`src/rtl/para_serializer.sv`:
```
// para_serializer: unpacks IN_WIDTH host beats into PARA_WIDTH words for para_loader, lane 0 first.
// Lane 0 appears 1 cycle after accept; host_ready only while the one-beat buffer is empty or on its last lane.
module para_serializer #(
  parameter int IN_WIDTH    = 64,
  parameter int PARA_WIDTH  = 16,
  parameter int FM_DEPTH    = 64,
  parameter int CHANNEL_NUM = 128,
  parameter int PARA_NUM    = 6
) (
  input  logic                         clk,
  input  logic                         rstn,
  input  logic                         start,
  input  logic                         host_valid,
  input  logic [IN_WIDTH-1:0]          host_data,
  output logic                         host_ready,
  output logic signed [PARA_WIDTH-1:0] para_out,
  output logic                         data_out_valid,
  output logic                         mode_out,
  output logic                         busy,
  output logic                         load_done
);
  localparam int LANES = IN_WIDTH / PARA_WIDTH;
  localparam int TOTAL = FM_DEPTH + (PARA_NUM - 1) * CHANNEL_NUM;
  localparam int LW    = (LANES > 1) ? $clog2(LANES) : 1;
  localparam int CW    = $clog2(TOTAL + LANES + 1);

  typedef enum logic [1:0] {IDLE, LOAD, DONE} state_t;
  state_t state_q, state_d;

  logic [LANES-1:0][PARA_WIDTH-1:0] buf_dat;
  logic [LW-1:0] lane_cnt, nxt_lane;
  logic [CW-1:0] word_cnt, committed;
  logic          buf_full, last_lane, final_word, accept;
  logic          mode_d, busy_d, done_d;

  // The output valid flag doubles as the buffer occupancy flag.
  assign buf_full   = data_out_valid;
  assign last_lane  = (lane_cnt == LW'(LANES - 1));
  assign nxt_lane   = lane_cnt + LW'(1);
  assign committed  = word_cnt + (buf_full ? (CW'(LANES) - CW'(lane_cnt)) : '0);
  assign final_word = buf_full && (word_cnt == CW'(TOTAL - 1));

  always_ff @(posedge clk or negedge rstn) begin
    if (!rstn) state_q <= IDLE;
    else       state_q <= state_d;
  end

  always_comb begin
    state_d = state_q;
    case (state_q)
      IDLE:    if (start) state_d = LOAD;
      LOAD:    if (final_word) state_d = DONE;
      DONE:    state_d = IDLE;
      default: state_d = IDLE;
    endcase
  end

  always_comb begin
    host_ready = (state_q == LOAD) && (!buf_full || last_lane) && (committed < CW'(TOTAL));
    accept     = host_valid && host_ready;
    mode_d     = (state_d != LOAD);
    busy_d     = (state_d != IDLE);
    done_d     = (state_d == DONE);
  end

  always_ff @(posedge clk or negedge rstn) begin
    if (!rstn) begin
      mode_out  <= 1'b1;
      busy      <= 1'b0;
      load_done <= 1'b0;
    end else begin
      mode_out  <= mode_d;
      busy      <= busy_d;
      load_done <= done_d;
    end
  end

  always_ff @(posedge clk or negedge rstn) begin
    if (!rstn) begin
      buf_dat        <= '0;
      lane_cnt       <= '0;
      word_cnt       <= '0;
      para_out       <= '0;
      data_out_valid <= 1'b0;
    end else if (state_q == IDLE) begin
      if (start) begin
        word_cnt       <= '0;
        lane_cnt       <= '0;
        data_out_valid <= 1'b0;
      end
    end else if (state_q == LOAD) begin
      if (buf_full) word_cnt <= word_cnt + CW'(1);
      // Leftover lanes of the final beat are dropped here.
      if (final_word) begin
        data_out_valid <= 1'b0;
      end else if (accept) begin
        buf_dat        <= host_data;
        para_out       <= host_data[PARA_WIDTH-1:0];
        lane_cnt       <= '0;
        data_out_valid <= 1'b1;
      end else if (buf_full && !last_lane) begin
        lane_cnt <= nxt_lane;
        para_out <= buf_dat[nxt_lane];
      end else begin
        data_out_valid <= 1'b0;
      end
    end
  end
endmodule

```
`config.mk`:
```
export PLATFORM = sky130hd
export DESIGN_NAME = para_serializer
export DESIGN_NICKNAME = d
export VERILOG_FILES = /design/src/rtl/para_serializer.sv
export SDC_FILE = /design/constraint.sdc
export NUM_CORES = 1
export LEC_CHECK = 0
export CELL_PAD_IN_SITES_DETAIL_PLACEMENT = 1
export CELL_PAD_IN_SITES_GLOBAL_PLACEMENT = 1
export CORE_MARGIN = 5
export CORE_UTILIZATION = 30
export CTS_CLUSTER_DIAMETER = 200
export DETAILED_ROUTE_END_ITERATION = 10
export GPL_ROUTABILITY_DRIVEN = 0
export PLACE_DENSITY_LB_ADDON = 0.15
export SYNTH_ARGS = -nofsm -noshare
export SYNTH_HDL_FRONTEND = slang
export SYNTH_SLANG_ARGS = --single-unit
```
`constraint.sdc`:
```
create_clock -name clk -period 7.18 [get_ports clk]
set_input_delay 1.077 -clock clk [delete_from_list [all_inputs] [get_ports clk]]
set_output_delay 1.077 -clock clk [all_outputs]
set_load 0.005 [all_outputs]
```
# Yosys cells after proc, flatten, opt, wreduce, memory -nomap -nowiden
# Index checks and enable logic that the tools add are counted.
# totals
regBits,98
output_inout_bits,21
elab_cells,71
# op_classes
n_addsub,4
order_cmp,2
n_eq_ne,8
n_mux,24
n_bitwise,2
n_reduce_logical,19
# ops
cell,n
2-to-1 mux 10 bit,5
2-to-1 mux 16 bit,3
binary-select mux 16 bit (select 2 bit),1
2-to-1 mux 2 bit,8
AND reduction 4 bit,3
"adder 10 x 1 -> 10 bit, second input constant",1
adder 10 bit,1
"== test 10 bit, second input constant",1
"< comparator 10 bit, second input constant",1
nonzero test 2 bit,4
2-to-1 mux 1 bit,6
AND reduction 3 bit,2
logical AND 1 bit,5
"== test 2 bit, second input constant",2
"!= test 2 x 1 -> 1 bit, second input constant",2
"!= test 4 bit, second input constant",1
one-hot mux 2 bit (2 select lines),1
"subtractor 3 x 2 -> 4 bit, first input constant",1
"< comparator 2 x 3 -> 1 bit, second input constant",1
nonzero test 3 bit,1
"adder 2 x 1 -> 2 bit, second input constant",1
"== test 2 x 1 -> 1 bit, second input constant",1
logical NOT 1 bit,2
logical NOT 2 bit,1
3 further kinds,4

# Longest topological paths before layout
# Gate-level depths: netlist (run 1).
# logic_depth
ltp_word,10
depth_mapped,16
mapped_depth_nobuf,10

# Least setup slack after synthesis (run 1)
# Ideal clock, no wire load.
# synth_path
kind,flip-flop to output port
from,register lane_cnt[0]
to,output port host_ready
arrival_time_ns,3.373
required_time_ns,6.103
slack_ns,2.730
stages_incl_launch_ff,14
cell_sequence,dfrtp_1 buf_6 buf_1 inv_1 ha_1 clkbuf_1 buf_1 and2_1 ha_1 and4_4 or3_1 a311oi_2 nor2_1 nor3b_1
# synth_via
elab_chain_len,5
# synth_lines
element,line_no,rtl
start: declaration,31,"logic [LW-1:0] lane_cnt, nxt_lane;"
start signal: assignment,102,lane_cnt <= nxt_lane;
subtractor 3 x 2 -> 4 bit,40,assign committed = word_cnt + (buf_full ? (CW'(LANES) - CW'(lane_cnt)) : '0);
2-to-1 mux 10 bit,40,
adder 10 bit,40,
< comparator 10 bit,59,host_ready = (state_q == LOAD) && (!buf_full || last_lane) && (committed < CW'(TOTAL));
logical AND 1 bit (*),59,
end: declaration,15,"output logic host_ready,"
# Every way passes the cells marked *; elsewhere a longest branch is shown, timed or not.

# Final worst setup path (run 1)
# layout_path
from,register lane_cnt[1]
to,output port host_ready
# The elaborated chain is that of the path after synthesis.

==> impl_metrics.py, run 1 <==
metrics = {
    "critical_path": {
        "path_cells": "inv_1 > ha_1 > and2_1 > ha_1 > and4_4 > or3_1 > a311oi_2 > nor2_1 > nor3b_1 > clkdlybuf4s50_1",
        "r2r-start": "lane_cnt[1]$_DFFE_PN0P_",
        "r2r_slack_ns": 2.64,
        "slowest_delay_ns": 0.91,
        "cp-end-kind": "output pin",
        "r2r_end": "buf_dat[40]$_DFFE_PN0P_",
        "start_kind": "flop",
        "worstPathArrival_ns": 3.77,
        "cp-startpoint": "lane_cnt[1]$_DFFE_PN0P_",
        "endpoint": "host_ready",
        "crit_fanout": 18,
        "rr_worst_depth": 11,
        "criticalPathCategory": "flop to output pin",
        "slowest_stage": "ha_1",
        "cp_common_cell": "ha_1",
        "required_ns": 6.10,
    },
    "detailed_routing": {
        "first_pass_iters": 4,
        "drt_iter0_markers": 111,
        "drt_wl_total_mm": 10.92,
        "routedWlPerCell_um": 17.67,
        "route.detailed.drc": 0,
        "avgViaCountPerCell": 4.521,
        "antenna_left": 0,
        "vias": 2794,
    },
    "logic_synthesis": {
        "synth_top_flop_cell": "dfrtp_1",
        "ys_warn_count": 0,
        "yosysMostFrequentCell": "dfrtp_1",
        "syn-cell-area_um2": 4938,
        "yosys-top-cells-count": "97 x dfrtp_1, 79 x mux2_4, 18 x mux2_2, 16 x nor2_1, 14 x mux4_2",
        "ys_seq_elements": 98,
        "ys_top_cells_by_area": "dfrtp_1 49%, mux2_4 24%, mux4_2 6.4%",
        "yosys.cell_types.count": 40,
        "ys_seq_area_frac": 0.4968,
        "postSynthCellCount": 306,
        "async_flop_share": 1.000,
        "synth_top_area_frac": 0.4915,
        "syn_nets": 379,
        "synth_top_cell_by_area": "dfrtp_1",
        "synth-edff-count": 0,
        "avgSynthCellArea_um2": 16.14,
    },
    "power_and_ir_drop": {
        "p_comb_frac": 0.463,
        "switching_share": 0.2878,
        "worst_ir_drop_vdd_v": 0.0001852,
        "power.internal_mw": 1.919,
        "leakagePower_nw": 2.670,
        "seq_power_share": 0.362,
        "clkPwrFrac": 0.175,
        "p_sw_mw": 0.7754,
        "powerDensity_nw_per_um2": 434.6,
    },
    "grt": {
        "use_met3": 0.02935,
        "grt_pass1_vias": 3293,
        "top_usage_layer": "met2",
        "grt_pass1_wl_mm": 18.37,
        "antenna_found_initial": 0,
        "use_met1": 0.1636,
        "gr-usage-met2": 0.1855,
        "grt_max_degree": 79,
        "grt_usage": 0.1202,
        "grt_overflow": 0,
    },
    "min_path": {
        "whs_path_depth": 1,
        "hold_class": "flop to flop",
    },
    "run_status": {
        "status": "finished, final reports clean",
    },
    "clocking": {
        "htree_levels": 3,
        "root_buffer": "clkbuf_16",
        "cts_tree": "done",
        "post_cts_buffers": 0,
        "clk_path_buf_depth": 2,
        "clock_sink_count": 98,
        "clk_pin_slew_ns": 0.07,
        "cts_hold_buffers": 0,
        "cts_resized": 0,
        "cts_buffers": 9,
        "clkLatencyLatePin_ns": 0.35,
    },
    "floorplanning": {
        "rows": 47,
        "start_util": 0.3021,
        "die_x_um": 138.3,
        "core_area_um2": 16350,
        "ios": 89,
        "die_height_um": 138.3,
        "die_area_um2": 19130,
    },
    "timing": {
        "relSlewSlack": 0.3384,
        "fin_crit_sh": 0.6746,
        "tightest_slew_ns": 0.9924,
        "fmax_ghz": 0.2065,
        "finalClockSkew_ns": 0.005293,
        "rsz0062_at_grt": "false",
        "drv_slew": 0,
        "tns_ns": 0,
        "period_needed_ns": 4.844,
        "setup_viol": 0,
        "hold_viol": 0,
    },
    "layout": {
        "layout.cells.non_filler": 618,
        "drive_gt1_frac": 0.3442,
        "antenna_cells": 0,
        "num-nets-final": 466,
        "area_growth_pct": 25.54,
    },
    "run": {
        "cap_violations": 0,
    },
    "placement": {
        "portBuffers": 88,
        "post-dp-hpwl_mm": 7.335,
        "post-place-cells": 602,
    },
}
layout by cell type (no fill, tap or decap), types with 3 or more instances in the layout:
cell / netlist / final
dfrtp_1: 97 / 97
clkdlybuf4s50_1: 0 / 87
mux2_4: 79 / 79
mux2_2: 18 / 18
nor2_1: 16 / 15
mux4_2: 14 / 14
clkbuf_16: 0 / 9
nand2_1: 6 / 6
xor2_1: 6 / 6
buf_4: 0 / 6
ha_1: 5 / 5
and2_1: 4 / 4
inv_1: 4 / 4
o21ai_0: 4 / 4
and3_1: 3 / 3
nand3_1: 3 / 3
clkbuf_1: 3 / 3
clkbuf_8: 0 / 3
final cells by class:
class | count | area, um2
Fill cell | 1706 | 10150
Sequential cell | 98 | 2454
Multi-Input combinational cell | 187 | 2255
Timing Repair Buffer | 93 | 915.9
Clock buffer | 15 | 277.8
Tap cell | 220 | 275.3
Inverter | 4 | 15.01
Clock inverter | 1 | 7.507
logic make-up after synthesis:
kind of cell    synth area share
fa+ha+maj                0.01267
compound gates           0.01520
mux                       0.3577
simple gates             0.05599
flops                     0.4968
xor+xnor                 0.01419
buf+inv                  0.04737
critical path, delay by kind of cell (launching register included):
family,cells,cell delay (ns)
AO/OA/AOI/OAI,1,0.24
adder cells (fa/ha/maj),2,1.14
buffers and inverters,2,0.60
flip-flops,1,0.38
AND/OR/NAND/NOR,5,1.05
flip-flops by register name (all words and copies together), names as in the netlist:
signal,cells
buf_dat,64
busy,1
data_out_valid,1
lane_cnt,2
load_done,1
mode_out,1
para_out,16
state_q,2
word_cnt,10
power groups by stage:
| stage | sequential, mW | combinational (mW) | clock (mW) |
|---|---|---|---|
| after floorplan | 0.926 | 1.02 | 0 |
| after global placement | 0.980 | 1.24 | 0 |
| after detailed placement | 0.986 | 1.27 | 0 |
| after CTS | 0.980 | 1.28 | 0.493 |
| after global routing | 1.01 | 1.35 | 0.511 |
| final | 0.975 | 1.25 | 0.471 |
how the worst min path moves through the flow:
stage	from	end	slack [ns]
global placement	buf_dat[14]$_DFFE_PN0P_	buf_dat[14]$_DFFE_PN0P_	0.49
finish	buf_dat[0]$_DFFE_PN0P_	buf_dat[0]$_DFFE_PN0P_	0.51
global route	buf_dat[34]$_DFFE_PN0P_	buf_dat[34]$_DFFE_PN0P_	0.52
floorplan	buf_dat[0]$_DFFE_PN0P_	buf_dat[0]$_DFFE_PN0P_	0.47
CTS	buf_dat[0]$_DFFE_PN0P_	buf_dat[0]$_DFFE_PN0P_	0.51
detailed placement	buf_dat[0]$_DFFE_PN0P_	buf_dat[0]$_DFFE_PN0P_	0.49
through the flow:
step | total power, mW | setup slack (ns) | hold WS [ns] | cell area, um2 | utilization
6_report | 2.694 | 2.336 | 0.5066 | 6200 | 0.3792
5_1_grt | 2.874 | 2.083 | 0.5185 | 6200 | 0.3792
4_1_cts | 2.752 | 2.226 | 0.5075 | 6200 | 0.3792
3_5_place_dp | 2.257 | 2.545 | 0.4852 | 5914 | 0.3618
3_3_place_gp | 2.225 | 2.616 | 0.4893 | 5914 | 0.3618
2_1_floorplan | 1.945 | 2.730 | 0.4733 | 4938 | -
metal layers:
metal,share of wire,wire length [um]
met2,0.47,5114
met4,0.018,197
met5,0,0
met3,0.034,366
met1,0.48,5244
Power figures use the tool's default switching activity.
==> run 2: changes to the inputs <==
==> constraint.sdc (replaced) <==
create_clock -name clk -period 4.95 [get_ports clk]
set_input_delay 0.7425 -clock clk [delete_from_list [all_inputs] [get_ports clk]]
set_output_delay 0.7425 -clock clk [all_outputs]
set_load 0.005 [all_outputs]
==> run 2 against run 1 <==
Net effect:
- critical path depth stayed put
- sequential share of layout area is 0.20 points lower
- via count is 0.54% lower
- combinational power is 46% higher
- non-clock buffer count is 1 higher
- global-route usage is 0.093 points lower
- largest power group unchanged
- final area is 0.50% higher
- worst setup slack worse by 1.2 ns
==> impl_metrics.py, run 2 (synthesized netlist as in run 1, its figures left out) <==
metrics = {
    "clocking": {
        "clk_path_buf_depth": 2,
        "cts_resized": 0,
        "htree_levels": 3,
        "cts_tree": "done",
        "cts_buffers": 9,
        "clkLatencyLatePin_ns": 0.35,
        "clock_sink_count": 98,
        "post_cts_buffers": 0,
        "cts_hold_buffers": 0,
        "clk_pin_slew_ns": 0.07,
        "root_buffer": "clkbuf_16",
    },
    "critical_path": {
        "r2r-start": "lane_cnt[1]$_DFFE_PN0P_",
        "worstPathArrival_ns": 3.09,
        "r2r_slack_ns": 1.29,
        "required_ns": 4.21,
        "rr_worst_depth": 11,
        "cp-startpoint": "lane_cnt[1]$_DFFE_PN0P_",
        "start_kind": "flop",
        "criticalPathCategory": "flop to output pin",
        "crit_fanout": 3,
        "cp-end-kind": "output pin",
    },
    "timing": {
        "fmax_ghz": 0.2608,
        "fin_crit_sh": 0.7747,
        "hold_viol": 0,
        "period_needed_ns": 3.835,
        "relSlewSlack": 0.5009,
        "drv_slew": 0,
        "finalClockSkew_ns": 0.01081,
        "tightest_slew_ns": 0.7486,
        "rsz0062_at_grt": "false",
        "setup_viol": 0,
        "tns_ns": 0,
    },
    "min_path": {
        "hold_class": "input pin to async pin",
    },
    "floorplanning": {
        "die_area_um2": 19130,
        "die_x_um": 138.3,
        "die_height_um": 138.3,
        "core_area_um2": 16350,
        "start_util": 0.3021,
        "rows": 47,
        "ios": 89,
    },
    "layout": {
        "seq_area_um2": 2454,
        "layout_commonest_cell": "dfrtp_1",
        "largest_reg_flops": 64,
        "num-nets-final": 467,
        "final_cell_mix": "97 x dfrtp_1, 87 x clkdlybuf4s50_1, 79 x mux2_4, 18 x mux2_2, 15 x nor2_1",
        "fillers": 1722,
        "layout.cells.non_filler": 619,
        "area_growth_pct": 26.17,
        "top_register": "buf_dat",
        "reg_top3": "buf_dat (64), para_out (16), word_cnt (10)",
        "drive_gt1_frac": 0.3484,
        "antenna_cells": 0,
        "multiInputGateArea_um2": 2255,
    },
    "run_status": {
        "status": "finished, final reports clean",
    },
    "detailed_routing": {
        "avgViaCountPerCell": 4.489,
        "routedWlPerCell_um": 17.87,
        "route.detailed.drc": 0,
        "vias": 2779,
        "first_pass_iters": 4,
        "drt_wl_total_mm": 11.06,
        "antenna_left": 0,
        "drt_iter0_markers": 85,
    },
    "power_and_ir_drop": {
        "powerDensity_nw_per_um2": 633.5,
        "worst_ir_drop_vdd_v": 0.0002020,
        "leakagePower_nw": 2.688,
    },
    "placement": {
        "portBuffers": 88,
        "post-place-cells": 603,
        "post-dp-hpwl_mm": 7.536,
    },
    "grt": {
        "grt_pass1_vias": 3332,
        "grt_usage": 0.1192,
        "grt_overflow": 0,
        "antenna_found_initial": 0,
        "grt_max_degree": 59,
        "grt_pass1_wl_mm": 18.04,
    },
    "run": {
        "cap_violations": 0,
    },
}
run 2: per-stage QoR:
| step | hold WS (ns) | utilization | setup slack, ns | cell area, um2 | power [mW] |
|---|---|---|---|---|---|
| 6_report | 0.3828 | 0.3811 | 1.115 | 6231 | 3.947 |
| 5_1_grt | 0.4273 | 0.3811 | 0.9152 | 6231 | 4.213 |
| 4_1_cts | 0.3932 | 0.3811 | 1.095 | 6231 | 4.033 |
| 3_5_place_dp | 0.4904 | 0.3630 | 1.258 | 5934 | 3.289 |
| 3_3_place_gp | 0.4883 | 0.3630 | 1.349 | 5934 | 3.237 |
| 2_1_floorplan | 0.4469 | - | 0.7716 | 4938 | 2.821 |
run 2: metal layers:
metal | track usage | up-vias | wire (um)
met2 | 0.1912 | 55 | 5369
met3 | 0.03073 | 11 | 410
met5 | 0 | - | 0
li1 | - | 1281 | -
met1 | 0.1551 | 1432 | 5097
met4 | 0.04680 | 0 | 185
run 2: worst max-delay path, cell delays in order (launching register included):
cell and delay (ns):
dfrtp_1 0.37, inv_1 0.06, ha_1 0.28, and2_1 0.16, ha_1 0.26, and4_4 0.17, or3_1 0.32, a311oi_2 0.25
nor2_1 0.08, nor3b_1 0.24, clkdlybuf4s50_1 0.55
run 2: area by class of cell:
type,count,share of cell area
timing repair buffer,94,0.1502
tap,220,0.04418
clock buffer,11,0.03735
multi-input combinational,187,0.3618
clock inverter,5,0.01024
sequential,98,0.3938
inverter,4,0.002410
run 2: path summary, 6_finish.rpt:
path | to
min reg2reg | buf_dat[23]$_DFFE_PN0P_
min in group clk | buf_dat[23]$_DFFE_PN0P_
max | host_ready
min | buf_dat[17]$_DFFE_PN0P_
max reg2reg | buf_dat[38]$_DFFE_PN0P_
max in group asynchronous | buf_dat[43]$_DFFE_PN0P_
run 2: power breakdown:
part | internal (mW) | total, mW | switching (mW) | leakage [nW]
clock network | 0.397 | 0.714 | 0.317 | 0.146
logic | 1.23 | 1.82 | 0.595 | 1.38
registers | 1.18 | 1.41 | 0.236 | 1.17
total | 2.80 | 3.95 | 1.15 | 2.69
==> run 3: changes to the inputs <==
==> constraint.sdc (replaced) <==
create_clock -name clk -period 3.2 [get_ports clk]
set_input_delay 0.48 -clock clk [delete_from_list [all_inputs] [get_ports clk]]
set_output_delay 0.48 -clock clk [all_outputs]
set_load 0.005 [all_outputs]
==> run 3 against run 2 <==
Net effect:
- clock-buffer cell count unchanged
- clock skew is 0.0041 ns lower
- clock power up 58%
- final area up 1.8%
- sequential cell count did not move
- wire length down 2.4%
- combinational power increased by 60%
- core utilization grew 0.70 points
- non-clock buffer count is 7 higher
- hold slack lost 0.25 ns
- critical endpoint unchanged
==> impl_metrics.py, run 3 (synthesized netlist as in run 1, its figures left out) <==
metrics = {
    "critical_path": {
        "cp-startpoint": "lane_cnt[0]$_DFFE_PN0P_",
        "criticalPathCategory": "flop to output pin",
        "start_kind": "flop",
        "worstPathArrival_ns": 2.64,
        "cp-end-kind": "output pin",
        "r2r-start": "lane_cnt[0]$_DFFE_PN0P_",
        "required_ns": 2.72,
        "crit_fanout": 2,
    },
    "clocking": {
        "clk_pin_slew_ns": 0.07,
        "root_buffer": "clkbuf_16",
        "cts_hold_buffers": 0,
        "clkLatencyLatePin_ns": 0.35,
        "cts_buffers": 9,
        "clock_sink_count": 98,
        "cts_tree": "done",
        "htree_levels": 3,
        "post_cts_buffers": 0,
        "clk_path_buf_depth": 2,
    },
    "detailed_routing": {
        "first_pass_iters": 4,
        "route.detailed.drc": 0,
        "drt_iter0_markers": 67,
        "routedWlPerCell_um": 17.24,
        "drt_wl_total_mm": 10.79,
        "avgViaCountPerCell": 4.535,
        "vias": 2839,
        "antenna_left": 0,
    },
    "power_and_ir_drop": {
        "switching_share": 0.2893,
        "worst_ir_drop_vdd_v": 0.0003113,
        "power.internal_mw": 4.429,
        "clkPwrFrac": 0.182,
        "p_comb_frac": 0.469,
        "seq_power_share": 0.350,
        "finalPower_mw": 6.232,
        "powerDensity_nw_per_um2": 982.0,
        "p_sw_mw": 1.803,
        "leakagePower_nw": 2.736,
    },
    "layout": {
        "antenna_cells": 0,
        "final_cell_mix": "97 x dfrtp_1, 86 x clkdlybuf4s50_1, 79 x mux2_4, 18 x mux2_2, 15 x nor2_1",
        "layout_commonest_cell": "dfrtp_1",
        "drive_gt1_frac": 0.3793,
        "area_growth_pct": 28.50,
        "num-nets-final": 474,
        "top_register": "buf_dat",
        "reg_top3": "buf_dat (64), para_out (16), word_cnt (10)",
        "largest_reg_flops": 64,
    },
    "grt": {
        "grt_max_degree": 53,
        "grt_pass1_wl_mm": 17.65,
        "grt_pass1_vias": 3272,
        "grt_overflow": 0,
        "grt_usage": 0.1169,
        "antenna_found_initial": 0,
    },
    "floorplanning": {
        "core_area_um2": 16350,
        "rows": 47,
        "die_area_um2": 19130,
        "die_x_um": 138.3,
        "die_height_um": 138.3,
        "start_util": 0.3021,
        "ios": 89,
    },
    "timing": {
        "hold_viol": 0,
        "drv_slew": 0,
        "tightest_slew_ns": 0.6234,
        "setup_viol": 0,
        "relSlewSlack": 0.5844,
        "fmax_ghz": 0.3203,
        "finalClockSkew_ns": 0.006727,
        "period_needed_ns": 3.122,
        "fin_crit_sh": 0.9757,
        "rsz0062_at_grt": "false",
        "whs_ns": 0.1334,
    },
    "run": {
        "cap_violations": 0,
    },
    "placement": {
        "portBuffers": 88,
        "post-dp-hpwl_mm": 7.500,
    },
    "run_status": {
        "status": "finished, final reports clean",
    },
    "min_path": {
        "hold_class": "input pin to async pin",
    },
}
run 3: power groups by stage:
stage / logic, mW / clock network, mW / registers [mW]
6_report: 2.92 / 1.13 / 2.18
5_1_grt: 3.15 / 1.22 / 2.26
4_1_cts: 2.98 / 1.17 / 2.19
3_5_place_dp: 2.97 / 0 / 2.20
3_3_place_gp: 2.91 / 0 / 2.19
2_1_floorplan: 2.38 / 0 / 2.08
run 3: layout make-up:
class / count / area, um2
repair buffers: 101 / 1008
clock buffers: 11 / 242.7
fillers: 1701 / 10000
clock inverters: 5 / 61.31
multi-input cells: 187 / 2287
inverters: 4 / 17.52
well taps: 220 / 275.3
flip-flops and latches: 98 / 2454
run 3: worst max-delay path: stages, from the launching register on:
cell and delay, ns:
dfrtp_1 0.40, inv_4 0.04, ha_4 0.26, and2_4 0.14, ha_4 0.18, and4_4 0.16
or3_4 0.36, a311oi_2 0.33, nor2_1 0.08, nor3b_1 0.18, buf_2 0.15
run 3: worst paths after layout:
path | slack, ns | cells past startpoint | end
worst min-delay path | 0.13 | 1 | buf_dat[17]$_DFFE_PN0P_
max in group asynchronous | 2.34 | 2 | para_out[11]$_DFFE_PN0P_
worst max register to register | 0.08 | 11 | buf_dat[51]$_DFFE_PN0P_
min in group clk | 0.51 | 1 | buf_dat[14]$_DFFE_PN0P_
worst max-delay path | 0.08 | 10 | host_ready
worst min register to register | 0.51 | 1 | buf_dat[14]$_DFFE_PN0P_
run 3: metal layers:
metal | track usage | routed length, um | up-vias
met5 | 0 | 0 | -
met1 | 0.1544 | 5070 | 1476
met4 | 0.05148 | 217 | 0
li1 | - | - | 1297
met3 | 0.02486 | 301 | 12
met2 | 0.1860 | 5204 | 54
run 3: stage by stage:
step | cell area, um2 | util | setup slack [ns] | setup TNS [ns] | cells
finish | 6346 | 0.3882 | 0.07790 | 0 | 626
global route | 6346 | 0.3882 | 0.001712 | 0 | 626
CTS | 6347 | 0.3883 | 0.00003553 | 0 | 626
detailed placement | 6042 | 0.3696 | 0.005809 | 0 | 610
global placement | 6042 | 0.3696 | 0.05945 | 0 | 610
floorplan | 5002 | - | -0.2096 | -16.63 | 306
run 3: what timing repair did:
| action | in CTS | in global routing |
|---|---|---|
| resized for setup | 3 | 3 |
| pin swaps | 2 | 1 |
| setup endpoints to repair | 1 | 1 |
==> RTL change: new RTL, flow settings as in run 3 <==
Change the parameter `FM_DEPTH` from 64 to 128.
--- a/src/rtl/para_serializer.sv
+++ b/src/rtl/para_serializer.sv
@@ -5,3 +5,3 @@
   parameter int PARA_WIDTH  = 16,
-  parameter int FM_DEPTH    = 64,
+  parameter int FM_DEPTH    = 128,
   parameter int CHANNEL_NUM = 128,
Behaviour: same outputs for any inputs over 10 cycles, from zero or initial values and one cycle with rstn low; that may be too few to reach the edited logic, so the function may still have changed.
==> RTL change against run 3 <==
Wire length shrank 0.57%. Critical path type is now reg -> reg. Setup slack improved by 0.24 ns. Area after synthesis fell by 8.1%. Total power fell by 5.6%. Final area shrank 3.0%. Sequential cell count stayed put. First-iteration DRC count up 100%. Die area down 7.5%. Clock power up 7%. Largest power group unchanged.
==> RTL change: results (changes against run 3) <==
Route
  – Drt pass-1 iters: 3 (-1)
  – DR WL/cell: 17.9 um (+4.1%)
  – 1st-iter DRT viols: 137 (+100%)
  – Routed via count: 2842 (+0.11%)

GRT
  – GR Util All Layers: 13.3% (+1.6 points)
  – Number of global-route vias before repair: 3298 (+0.79%)
  – Initial antenna violation count: 0 (unchanged)
  – Global-route wire length before repair: 18.1 mm (+2.7%)
  – Pin count of the biggest net entering global routing: 54 (+1.9%)

Synthesis
  – Synth area leaders: dfrtp_1 53%, mux2_2 20%, mux4_2 7.9%, mux2_1 4.0%, ha_1 1.4%
  – Async set-reset flop share out of synthesis: 100% (unchanged)
  – Sequential-to-total area share from yosys stat: 54.0% (+4.4 points)
  – Commonest cells post-synth: 97 x dfrtp_1, 80 x mux2_2, 16 x mux2_1, 16 x mux4_2, 12 x nor2_1
  – Cell variety after synth: 42 (+5.0%)
  – Synth Flop Type: dfrtp_1
  – Yosys warning total: 0 (unchanged)
  – Mapped Nets: 382 (+0.79%)

Layout
  – Share of layout cells above drive strength 1: 34.1% (-3.8 points)
  – Ant diodes: 0 (unchanged)
  – Biggest regs: buf_dat: 64 flops, para_out: 16 flops, word_cnt: 10 flops
  – Fin nets: 478 (+0.84%)
  – Layout fillers: 1547 (-9.1%)

Pwr
  – Internal power: 0.00421 W (-5.0%)
  – Peak supply drop: 0.315 mV (+1.1%)
  – Leak: 2.60 nW (-5.1%)

Clock tree
  – CTS H-tree depth: 3 (unchanged)
  – Reg clk slew, reported paths: 0.07 ns (about the same)
  – Max Root-Sink Buffers: 2 (unchanged)
  – Number of CTS-inserted buffers: 9 (unchanged)
  – Skew-Pair Late Insertion Delay: 0.35 ns (about the same)
  – CTS Root Buffer Type: clkbuf_16

Placement
  – PortBufs: 88 (unchanged)
  – Final HPWL DP: 7.49 mm (about the same)

Setup path
  – Arrival time at the worst endpoint: 3.12 ns (+0.48 ns)
  – Max FO, Critical Path: 13 (+11)
  – CP max stage delay: 0.38 ns (-0.02 ns)
  – Crit-path slowest cell: dfrtp_1

Timing
  – Worst Max-Slew Pin Slew: 0.699 ns (+0.0755 ns)
  – Layout Skew: 0.00705 ns (+0.000319 ns)

Hold path
  – Hold Path Class: in -> async

Outcome
  – Status: finished, final reports clean
RTL change: path summary, 6_finish.rpt:
check / start / to / slack [ns] / cells after the start
max: lane_cnt[1] / para_out[14] / 0.32 / 11
min in group clk: buf_dat[57] / buf_dat[57] / 0.49 / 1
max in group asynchronous: rstn / buf_dat[54] / 2.33 / 2
min: rstn / buf_dat[29] / 0.18 / 1
min reg2reg: buf_dat[57] / buf_dat[57] / 0.49 / 1
max reg2reg: lane_cnt[1] / para_out[14] / 0.32 / 11
RTL change: cell type report:
| type | instances | share of cell area (%) |
|---|---|---|
| sequential | 98 | 39.9 |
| multi-input combinational | 191 | 34.1 |
| timing repair buffer | 100 | 16.4 |
| clock buffer | 11 | 4.11 |
| tap | 188 | 3.82 |
| clock inverter | 5 | 1.34 |
| inverter | 5 | 0.346 |
RTL change: power by group through the flow:
| stage | combinational, W | clock, W | sequential, W |
|---|---|---|---|
| finish | 0.00251 | 0.00121 | 0.00216 |
| global route | 0.00277 | 0.00132 | 0.00225 |
| CTS | 0.00258 | 0.00127 | 0.00217 |
| detailed placement | 0.00257 | 0 | 0.00219 |
| global placement | 0.00251 | 0 | 0.00217 |
| floorplan | 0.00192 | 0 | 0.00207 |
RTL change: cells by family after synthesis:
kind of cell | Yosys count | synth area share, %
adders and majority gates | 5 | 1.38
AOI/OAI and AO/OA | 12 | 2.07
xor gates and xnor gates | 8 | 1.54
and+or+nand+nor | 52 | 6.78
DFF | 98 | 54.0
buffers and inverters | 20 | 2.01
muxes | 114 | 32.2
RTL change: worst max-delay path, delay by kind of cell (launching register included):
kind                     cells  cell delay, ns
multiplexers                 2            0.65
AND/OR/NAND/NOR              4            0.60
buffers and inverters        2            0.46
adder cells (fa/ha/maj)      2            0.42
flip-flops                   1            0.38
AO/OA/AOI/OAI                1            0.26
RTL change: per-layer routing:
| metal | GRT usage [%] | wire length (um) | vias to the layer above |
|---|---|---|---|
| met2 | 21.9 | 5450 | 51 |
| met3 | 3.84 | 431 | 12 |
| met1 | 16.7 | 4690 | 1463 |
| met5 | 0 | 0 | - |
| met4 | 5.02 | 157 | 0 |
| li1 | - | - | 1316 |
RTL change: timing repair:
action	4_1_cts	5_1_grt
resized for setup	0	2
setup endpoints to repair	0	1
buffers inserted	0	1
RTL change: metrics by stage:
step	area [um^2]	setup slack [ns]	utilization [%]	cells
3_5_place_dp	5800	0.318	38.6	581
3_3_place_gp	5800	0.408	38.6	581
5_1_grt	6150	0.171	40.9	598
2_1_floorplan	4690	-0.0906	-	309
4_1_cts	6140	0.00984	40.8	597
6_report	6150	0.318	40.9	598
